[config.mk]
export PLATFORM = sky130hd
export DESIGN_NAME = pc_sequencer_flat
export DESIGN_NICKNAME = d
export VERILOG_FILES = /design/src/rtl/pc_seq_pkg.sv /design/src/rtl/pc_sequencer_if.sv /design/src/rtl/mc_perf_counter.sv /design/src/rtl/pc_sequencer.sv /design/src/flat_wrapper.sv
export SDC_FILE = /design/constraint.sdc
export NUM_CORES = 1
export LEC_CHECK = 0
export ABC_AREA = 1
export BUFFER_PORTS_ARGS = -buffer_cell sky130_fd_sc_hd__buf_2
export CAP_MARGIN = 15
export CORE_ASPECT_RATIO = 0.7
export CORE_MARGIN = 2
export CORE_UTILIZATION = 56
export CTS_CLUSTER_DIAMETER = 40
export CTS_CLUSTER_SIZE = 12
export DETAILED_ROUTE_END_ITERATION = 7
export PLACE_DENSITY = 0.86
export SYNTH_ARGS = -nofsm -noshare
export SYNTH_HDL_FRONTEND = slang
export SYNTH_HIERARCHICAL = 1
export SYNTH_SLANG_ARGS = --single-unit
[constraint.sdc]
create_clock -name Clk -period 2.4 [get_ports Clk]
set_input_delay 0.48 -clock Clk [delete_from_list [all_inputs] [get_ports Clk]]
set_output_delay 0.48 -clock Clk [all_outputs]
set_load 0.02 [all_outputs]
[src/rtl/pc_seq_pkg.sv]
// Shared encodings for the multi-cycle PC sequencer: FSM states, instruction
// kinds and PC-select codes.
package pc_seq_pkg;

   localparam logic [2:0] ST_FETCH  = 3'd0;
   localparam logic [2:0] ST_DECODE = 3'd1;
   localparam logic [2:0] ST_EXEC   = 3'd2;
   localparam logic [2:0] ST_MEM    = 3'd3;
   localparam logic [2:0] ST_WB     = 3'd4;
   localparam logic [2:0] ST_BR     = 3'd5;
   localparam logic [2:0] ST_JMP    = 3'd6;
   localparam logic [2:0] ST_HLT    = 3'd7;

   localparam logic [2:0] KIND_ALU    = 3'b000;
   localparam logic [2:0] KIND_LOAD   = 3'b001;
   localparam logic [2:0] KIND_STORE  = 3'b010;
   localparam logic [2:0] KIND_BRANCH = 3'b011;
   localparam logic [2:0] KIND_JUMP   = 3'b100;
   localparam logic [2:0] KIND_HALT   = 3'b101;

   localparam logic [1:0] PCSEL_SEQ = 2'b00;
   localparam logic [1:0] PCSEL_BR  = 2'b01;
   localparam logic [1:0] PCSEL_JMP = 2'b10;

   // Codes 110 and 111 are the only unassigned instruction kinds.
   function automatic logic kind_is_illegal(input logic [2:0] kind);
      return kind[2] & kind[1];
   endfunction

endpackage

[src/rtl/pc_sequencer_if.sv]
// Control bundle between the sequencer (master) and the decode/memory/PC
// datapath (slave).
interface pc_sequencer_if #(parameter int CNT_W = 32);

   logic [2:0]       InstrKind;
   logic             BranchTaken;
   logic             MemReady;
   logic [1:0]       PCSel;
   logic             PCWrite;
   logic             IRWrite;
   logic             MemRead;
   logic             MemWrite;
   logic             RegWrite;
   logic             Halted;
   logic             Fault;
   logic [CNT_W-1:0] CycleCnt;
   logic [CNT_W-1:0] RetireCnt;

   modport master (
      input  InstrKind, BranchTaken, MemReady,
      output PCSel, PCWrite, IRWrite, MemRead, MemWrite, RegWrite,
             Halted, Fault, CycleCnt, RetireCnt
   );

   modport slave (
      output InstrKind, BranchTaken, MemReady,
      input  PCSel, PCWrite, IRWrite, MemRead, MemWrite, RegWrite,
             Halted, Fault, CycleCnt, RetireCnt
   );

endinterface

[src/rtl/mc_perf_counter.sv]
// Cycle and retired-instruction counters; both wrap silently at 2^CNT_W.
module mc_perf_counter #(parameter int CNT_W = 32) (
   input  logic             Clk,
   input  logic             Rst,
   input  logic             cyc_en,
   input  logic             ret_en,
   output logic [CNT_W-1:0] cycle_cnt,
   output logic [CNT_W-1:0] retire_cnt
);

   localparam logic [CNT_W-1:0] CNT_ZERO = {CNT_W{1'b0}};
   localparam logic [CNT_W-1:0] CNT_ONE  = {{(CNT_W-1){1'b0}}, 1'b1};

   logic [CNT_W-1:0] cycle_r;
   logic [CNT_W-1:0] retire_r;

   // Counter registers with independent enables
   always_ff @(posedge Clk) begin
      if (Rst) begin
         cycle_r  <= CNT_ZERO;
         retire_r <= CNT_ZERO;
      end else begin
         if (cyc_en) begin
            cycle_r <= cycle_r + CNT_ONE;
         end
         if (ret_en) begin
            retire_r <= retire_r + CNT_ONE;
         end
      end
   end

   assign cycle_cnt  = cycle_r;
   assign retire_cnt = retire_r;

endmodule

[src/rtl/pc_sequencer.sv]
// Multi-cycle control FSM: steps each instruction through fetch/decode/exec/
// mem/writeback and drives PC-select, write strobes and memory requests.
module pc_sequencer
   import pc_seq_pkg::*;
#(parameter int CNT_W = 32) (
   input  logic            Clk,
   input  logic            Rst,
   pc_sequencer_if.master  bus
);

   logic [2:0] state_r;
   logic [2:0] state_nxt_s;
   logic [2:0] kind_r;
   logic       fault_r;
   logic       retire_s;

   // State, latched instruction kind and sticky fault flag
   always_ff @(posedge Clk) begin
      if (Rst) begin
         state_r <= ST_FETCH;
         kind_r  <= KIND_ALU;
         fault_r <= 1'b0;
      end else begin
         state_r <= state_nxt_s;
         if (state_r == ST_DECODE) begin
            kind_r  <= bus.InstrKind;
            fault_r <= fault_r | kind_is_illegal(bus.InstrKind);
         end else begin
            kind_r  <= kind_r;
            fault_r <= fault_r;
         end
      end
   end

   // Next-state selection and retire strobe
   always_comb begin
      state_nxt_s = state_r;
      retire_s    = 1'b0;
      case (state_r)
         ST_FETCH: begin
            if (bus.MemReady) state_nxt_s = ST_DECODE;
            else              state_nxt_s = ST_FETCH;
         end
         ST_DECODE: begin
            case (bus.InstrKind)
               KIND_ALU, KIND_LOAD, KIND_STORE: state_nxt_s = ST_EXEC;
               KIND_BRANCH:                     state_nxt_s = ST_BR;
               KIND_JUMP:                       state_nxt_s = ST_JMP;
               KIND_HALT: begin
                  state_nxt_s = ST_HLT;
                  retire_s    = 1'b1;
               end
               default:                         state_nxt_s = ST_HLT;
            endcase
         end
         ST_EXEC: begin
            if (kind_r == KIND_ALU) state_nxt_s = ST_WB;
            else                    state_nxt_s = ST_MEM;
         end
         ST_MEM: begin
            if (!bus.MemReady) begin
               state_nxt_s = ST_MEM;
            end else if (kind_r == KIND_LOAD) begin
               state_nxt_s = ST_WB;
            end else begin
               state_nxt_s = ST_FETCH;
               retire_s    = 1'b1;
            end
         end
         ST_WB, ST_BR, ST_JMP: begin
            state_nxt_s = ST_FETCH;
            retire_s    = 1'b1;
         end
         ST_HLT:  state_nxt_s = ST_HLT;
         default: state_nxt_s = ST_FETCH;
      endcase
   end

   // Moore outputs, plus the MemReady/BranchTaken-qualified strobes
   always_comb begin
      bus.PCSel    = PCSEL_SEQ;
      bus.PCWrite  = 1'b0;
      bus.IRWrite  = 1'b0;
      bus.MemRead  = 1'b0;
      bus.MemWrite = 1'b0;
      bus.RegWrite = 1'b0;
      case (state_r)
         ST_FETCH: begin
            bus.MemRead = 1'b1;
            bus.IRWrite = bus.MemReady;
            bus.PCWrite = bus.MemReady;
         end
         ST_MEM: begin
            bus.MemRead  = (kind_r == KIND_LOAD);
            bus.MemWrite = (kind_r == KIND_STORE);
         end
         ST_WB:   bus.RegWrite = 1'b1;
         ST_BR: begin
            bus.PCSel   = PCSEL_BR;
            bus.PCWrite = bus.BranchTaken;
         end
         ST_JMP: begin
            bus.PCSel   = PCSEL_JMP;
            bus.PCWrite = 1'b1;
         end
         default: bus.PCSel = PCSEL_SEQ;
      endcase
   end

   assign bus.Halted = (state_r == ST_HLT);
   assign bus.Fault  = fault_r;

   mc_perf_counter #(.CNT_W(CNT_W)) u_perf (
      .Clk        (Clk),
      .Rst        (Rst),
      .cyc_en     (state_r != ST_HLT),
      .ret_en     (retire_s),
      .cycle_cnt  (bus.CycleCnt),
      .retire_cnt (bus.RetireCnt)
   );

endmodule
[src/flat_wrapper.sv]
// flat-port wrapper written by rule: the top's interface ports become plain ports
module pc_sequencer_flat import pc_seq_pkg::*;
#(parameter int CNT_W = 32)
  (Clk, Rst, bus_InstrKind, bus_BranchTaken, bus_MemReady, bus_PCSel, bus_PCWrite, bus_IRWrite, bus_MemRead, bus_MemWrite, bus_RegWrite, bus_Halted, bus_Fault, bus_CycleCnt, bus_RetireCnt);
  pc_sequencer_if #(.CNT_W(CNT_W)) bus_i ();
  input  logic Clk;
  input  logic Rst;
  input wire logic [$bits(bus_i.InstrKind)-1:0] bus_InstrKind;
  input wire logic [$bits(bus_i.BranchTaken)-1:0] bus_BranchTaken;
  input wire logic [$bits(bus_i.MemReady)-1:0] bus_MemReady;
  output wire logic [$bits(bus_i.PCSel)-1:0] bus_PCSel;
  output wire logic [$bits(bus_i.PCWrite)-1:0] bus_PCWrite;
  output wire logic [$bits(bus_i.IRWrite)-1:0] bus_IRWrite;
  output wire logic [$bits(bus_i.MemRead)-1:0] bus_MemRead;
  output wire logic [$bits(bus_i.MemWrite)-1:0] bus_MemWrite;
  output wire logic [$bits(bus_i.RegWrite)-1:0] bus_RegWrite;
  output wire logic [$bits(bus_i.Halted)-1:0] bus_Halted;
  output wire logic [$bits(bus_i.Fault)-1:0] bus_Fault;
  output wire logic [$bits(bus_i.CycleCnt)-1:0] bus_CycleCnt;
  output wire logic [$bits(bus_i.RetireCnt)-1:0] bus_RetireCnt;
  assign bus_i.InstrKind = bus_InstrKind;
  assign bus_i.BranchTaken = bus_BranchTaken;
  assign bus_i.MemReady = bus_MemReady;
  assign bus_PCSel = bus_i.PCSel;
  assign bus_PCWrite = bus_i.PCWrite;
  assign bus_IRWrite = bus_i.IRWrite;
  assign bus_MemRead = bus_i.MemRead;
  assign bus_MemWrite = bus_i.MemWrite;
  assign bus_RegWrite = bus_i.RegWrite;
  assign bus_Halted = bus_i.Halted;
  assign bus_Fault = bus_i.Fault;
  assign bus_CycleCnt = bus_i.CycleCnt;
  assign bus_RetireCnt = bus_i.RetireCnt;
  pc_sequencer #(.CNT_W(CNT_W)) u_core (.Clk(Clk), .Rst(Rst), .bus(bus_i));
endmodule
==> Yosys cells after proc, flatten, opt, wreduce, memory -nomap -nowiden <==
Cells that the tools add are included.
{ "word_totals": {"reg_bits": 71} }
{ "op_classes": {"n_reduce_logical": 5, "bitwise": 2, "n_mux": 16, "add_sub_neg": 2, "eq_ne": 15} }
{ "ops": {"columns": ["op", "count"], "rows": [
  ["adder 32 x 1 -> 32 bit (second input constant)", 2],
  ["== test 3 bit (second input constant)", 6],
  ["one-hot mux 3 bit (6 select lines)", 1],
  ["== test 3 x 2 -> 1 bit (second input constant)", 5],
  ["== test 3 x 1 -> 1 bit (second input constant)", 3],
  ["zero test 3 bit", 3],
  ["2-to-1 mux 3 bit", 3],
  ["one-hot mux 3 bit (3 select lines)", 1],
  ["2-to-1 mux 1 bit", 7],
  ["one-hot mux 1 bit (3 select lines)", 2],
  ["OR reduction 3 bit", 2],
  ["one-hot mux 2 bit (2 select lines)", 1],
  ["inequality test 3 bit (second input constant)", 1],
  ["one-hot mux 1 bit (2 select lines)", 1],
  ["bitwise AND 1 bit", 1],
  ["bitwise OR 1 bit", 1]
]} }

==> Longest topological paths before layout <==
{ "logic_depth": {"word_depth": 4, "depth_mapped": 12, "depth_no_buf": 12} }

==> Modules after synthesis <==
Netlist, hierarchy kept.
{ "modules_own_cells": {"columns": ["module", "instances", "area_per_inst_um2", "seq_area_each_um2", "cells_per_inst"], "rows": [
  ["mc_perf_counter", 1, 3592.2, 1281.2, 563],
  ["pc_sequencer", 1, 454.2, 140.1, 71]
]} }

==> Worst setup path before layout <==
OpenSTA, ideal clock, no wires.
{ "synth_path": {"path_kind": "register to register", "startpoint": "register u_core.state_r[0]", "endpoint": "register u_core.u_perf.retire_r[17] (netlist: u_core/u_perf/retire_cnt[17])", "setup_ps": 115, "synth_period_minus_slack_ps": 1899, "t_arrival_ps": 1784, "n_path_buf": 1, "stages_incl_launch_ff": 11, "setup_slack_ps": 501, "cell_sequence": "dfxtp_1 -> inv_2 -> nor3_4 -> inv_2 -> o221ai_1 -> buf_2 -> nand3_1 -> nor2_1 -> nand3_1 -> nand2_1 -> nor2_1"} }
{ "synth_between": {"elab_chain_len": 3, "elab_cells_between_ends": 7, "cone_classes": "5 x eq/ne; 1 x mux; 1 x reduce/logical"} }
{ "synth_rtl": {"columns": ["element", "line_no", "text"], "rows": [
  ["from (decl)", "pc_sequencer.sv:11", "logic [2:0] state_r;"],
  ["from (signal assigned)", "pc_sequencer.sv:24", "state_r <= state_nxt_s;"],
  ["== test 3 bit", "pc_sequencer.sv:39", "case (state_r)"],
  ["OR reduction 3 bit", "pc_sequencer.sv:39", null],
  ["one-hot mux 1 bit (3 select lines) (*)", "pc_sequencer.sv:39", null],
  ["via u_core.retire_s", "pc_sequencer.sv:15", "logic retire_s;"],
  ["to (signal assigned)", "mc_perf_counter.sv:27", "retire_r <= retire_r + CNT_ONE;"],
  ["to (decl)", "mc_perf_counter.sv:15", "logic [CNT_W-1:0] retire_r;"]
]} }
The timed path passes the listed nets; every way through them passes the cells marked *.
A chain may end at the register's enable or synchronous reset.

==> Final worst setup path <==
{ "layout_path": {"startpoint": "register u_core.state_r[1]", "endpoint": "output port bus_MemWrite"} }
{ "layout_between": {"elab_chain_len": 2} }
{ "layout_rtl": {"columns": ["element", "line_no", "text"], "rows": [
  ["== test 3 x 2 -> 1 bit", "pc_sequencer.sv:87", "case (state_r)"],
  ["2-to-1 mux 1 bit", "pc_sequencer.sv:87", null],
  ["to (decl)", "flat_wrapper.sv:15", "output wire logic [$bits(bus_i.MemWrite)-1:0] bus_MemWrite;"]
]} }
No other way between the ends.

==> metrics.md <==
| Metric | Value |
|---|---|
| Worst-path cell chain | `nand2_2, nor2_2, inv_1, nor4_1, buf_2` |
| Type of origin of the critical path | `flop` |
| Die ar. | `7933 sq um` |
| # DRC | `0` |
| Starting Density | `58.80%` |
| Psw | `around 0.64 mW` |
| Worst slew pin tran | `about 0.43 ns` |
| Final hold vios | `0` |
| Vias in the first global route | `3750` |
| Internal power | `between 1.5 and 2 mW` |
| Clk pwr share | `36.3%` |
| Setup-failing EPs final | `0` |
| Routed wire length per instance | `13.35 um` |
| Status | `completed` |
| Flop pwr share | `53.3%` |
| Synthesized cell area | `4046 sq um` |
| Leak Pwr | `2.068 nW` |
| Post-synth cell types | `36` |
| Setup Skew | `0.008748 ns` |
| Register bit total from synthesis | `71` |
| DP HPWL | `around 8.1 mm` |
| Final min period | `2.065 ns` |
| Min setup slack post-route | `0.3350 ns` |
| Port Buffers | `79` |
| Core area | `roughly 6900 sq um` |
| Peak supply drop | `about 0.37 mV` |
| DRT Pass-1 Iters | `6` |
| Crit path to | `bus_MemWrite` |
| PwrDens | `between 400 and 500 nW/um^2` |
| Critical Path RT | `1.92 ns` |
| DP Area | `4549 sq um` |
| Die width | `105.6 um` |
| Post-CTS Setup Inserts | `0` |
| CTS tree | `done` |
| Synthesis-to-layout area growth | `16.51%` |
| Total GRT Usage | `27.19%` |
| Final GP Congestion | `0.9055` |
| Main flop type after synthesis | `dfxtp_1` |
| Antenna violations before repair | `0` |
| Via density | `approximately 5.4` |
| Largest net degree at the start of global routing | `40` |
| Pwr Total | `2.315 mW` |
| H-tree depth | `3` |
| RSZ-0062 raised after global routing | `false` |
| Clock-pin slew on the worst setup and hold paths | `0.07 ns` |
| CP Max Fanout | `7` |
| Ys async rst share | `0%` |
| Clock Latency Late Sink | `approximately 0.34 ns` |
| Max Cap Viol | `0` |
| Routed Wire Length | `10.89 mm` |
| Clk sinks | `71` |
| Num CTS Buffers | `9` |
| Final nets | `727` |
| Root Buffer | `clkbuf_8` |
| WHS | `0.4235 ns` |
| CP endpoint kind | `primary output` |
| CTS Hold Buffers Added | `0` |
| WS Path Type | `flop to primary output` |
| Drt first-iter violations | `471` |
| Layout cell share with drive strength beyond 1 | `20.36%` |
| FMAX | `484.3 MHz` |
| Antenna Nets Post-Route | `0` |
| Worst Hold Class | `input port to flop` |
| Synth warn | `6` |
| Remaining Overflow, GRT | `0` |
| Post-CTS resize count | `0` |
| R2r startpoint | `u_core/state_r[1]` |
| Setup TNS | `0 ns` |
| Critical path data arrival time | `1.59 ns` |
| DR vias | `approximately 4400` |
| Final Instance Area | `4715 sq um` |
| First-pass GRT wire length | `17.20 mm` |
| Switching Share | `27.52%` |
| Worst path slowest cell | `dfxtp_1` |
| Slowest Stage Delay on Critical Path | `roughly 0.51 ns` |
| Cells after synthesis | `634` |
| Sequential area share after synthesis | `35.13%` |
| Final Max Tran Viols | `0` |
| R2R Setup Slk | `0.35 ns` |
| Boundary Pins | `80` |
| Capture point of the worst reg-to-reg path | `u_core/u_perf/retire_cnt[18]` |
| Final period util | `86.04%` |
| CTS max path bufs | `2` |
| Syn Area/Cell | `around 6.4 sq um` |
| Ant. Diodes | `0` |
| Comb power frac | `10.4%` |
| Std cell rows | `25` |
| Pre-CTS setup slack | `0.3722 ns` |
| DIE HEIGHT | `75.12 um` |
| Max-Slew Margin vs Limit | `a little under three quarters` |
| Length in cells of the worst reg-to-reg path | `11` |
| Post-synth EDFFs | `0` |
| Setup crit start | `u_core/state_r[1]` |
| Fill cells | `slightly above 600` |
| Synth Net Count | `643` |
power groups by stage:
| stage | clock network [mW] | logic [mW] | registers (mW) |
|---|---|---|---|
| floorplan | 0 | 0.154 | 1.27 |
| global placement | 0 | 0.231 | 1.26 |
| detailed placement | 0 | 0.237 | 1.26 |
| CTS | 0.858 | 0.238 | 1.23 |
| global route | 0.906 | 0.266 | 1.24 |
| finish | 0.841 | 0.240 | 1.23 |
final cells by class:
type	instances	area (sq um)	share of cell area, %
inverters	80	300.3	6.369
well taps	94	117.6	2.495
multi-input cells	473	2272	48.20
clock buffers	12	145.1	3.079
clock inverters	3	20.02	0.4246
flip-flops and latches	71	1421	30.15
repair buffers	83	437.9	9.289
critical path, delay by kind of cell, from the launching register on:
family	cells	cell delay (ns)
and+or+nand+nor	3	0.44
buffers and inverters	2	0.29
DFF	1	0.51
cell families after synthesis:
logic type      share of synthesized area (%)
simple gates                            46.29
buf+inv                                 8.720
flops                                   35.13
compound gates                          8.380
xor+xnor                               0.8660
fa+ha+maj                              0.6183
per-stage QoR:
stage | instances | utilization (%)
2_1_floorplan | 634 | -
3_3_place_gp | 801 | 66.11
3_5_place_dp | 801 | 66.11
4_1_cts | 816 | 68.51
5_1_grt | 816 | 68.51
6_report | 816 | 68.51
worst min-delay path by stage:
| stage | startpoint | endpoint | cells after the start |
|---|---|---|---|
| 2_1_floorplan | u_core/kind_r[2] | u_core/kind_r[2] | 2 |
| 3_3_place_gp | u_core/bus.Fault | u_core/bus.Fault | 2 |
| 3_5_place_dp | u_core/bus.Fault | u_core/bus.Fault | 2 |
| 4_1_cts | bus_InstrKind[1] | u_core/bus.Fault | 3 |
| 5_1_grt | bus_InstrKind[1] | u_core/bus.Fault | 3 |
| 6_report | bus_InstrKind[1] | u_core/bus.Fault | 3 |
flip-flops by register name, summed over array words and instances (netlist names):
signal	flops
u_core/state_r	3
u_core/u_perf/cycle_cnt	32
u_core/bus.Fault	1
u_core/kind_r	3
u_core/u_perf/retire_cnt	32
synthesized netlist by cell type (3+ instances only):
| cell | n | area share (%) |
|---|---|---|
| nand2_1 | 152 | 14 |
| nor2_1 | 130 | 12 |
| inv_1 | 73 | 6.8 |
| dfxtp_1 | 71 | 35 |
| nand3_1 | 43 | 5.3 |
| a21oi_1 | 37 | 4.6 |
| nand4_1 | 21 | 3.2 |
| o21ai_0 | 15 | 1.9 |
| nor2_2 | 14 | 2.2 |
| nor2_4 | 10 | 2.8 |
| nand2_2 | 9 | 1.4 |
| inv_2 | 7 | 0.65 |
| buf_2 | 6 | 0.74 |
| nor3_1 | 6 | 0.74 |
| nand3_2 | 5 | 1.2 |
| nand3b_1 | 5 | 0.93 |
| o21a_1 | 3 | 0.56 |
layout by cell type (no fill, tap or decap), types with 14 or more instances in the layout:
| cell type | instances |
|---|---|
| nand2_1 | 152 |
| nor2_1 | 130 |
| buf_2 | 79 |
| inv_1 | 73 |
| dfxtp_1 | 71 |
| nand3_1 | 43 |
| a21oi_1 | 37 |
| nand4_1 | 21 |
| o21ai_0 | 15 |
| nor2_2 | 14 |
routing by layer:
| metal | global-route usage, % | up-vias | part of all wire [%] |
|---|---|---|---|
| met5 | 0 | - | 0 |
| met4 | 6.140 | 0 | 0.74 |
| met3 | 7.532 | 10 | 9.0 |
| met2 | 42.44 | 227 | 43 |
| met1 | 37.96 | 1961 | 47 |
| li1 | - | 2182 | - |
Power figures use the tool's default switching activity.
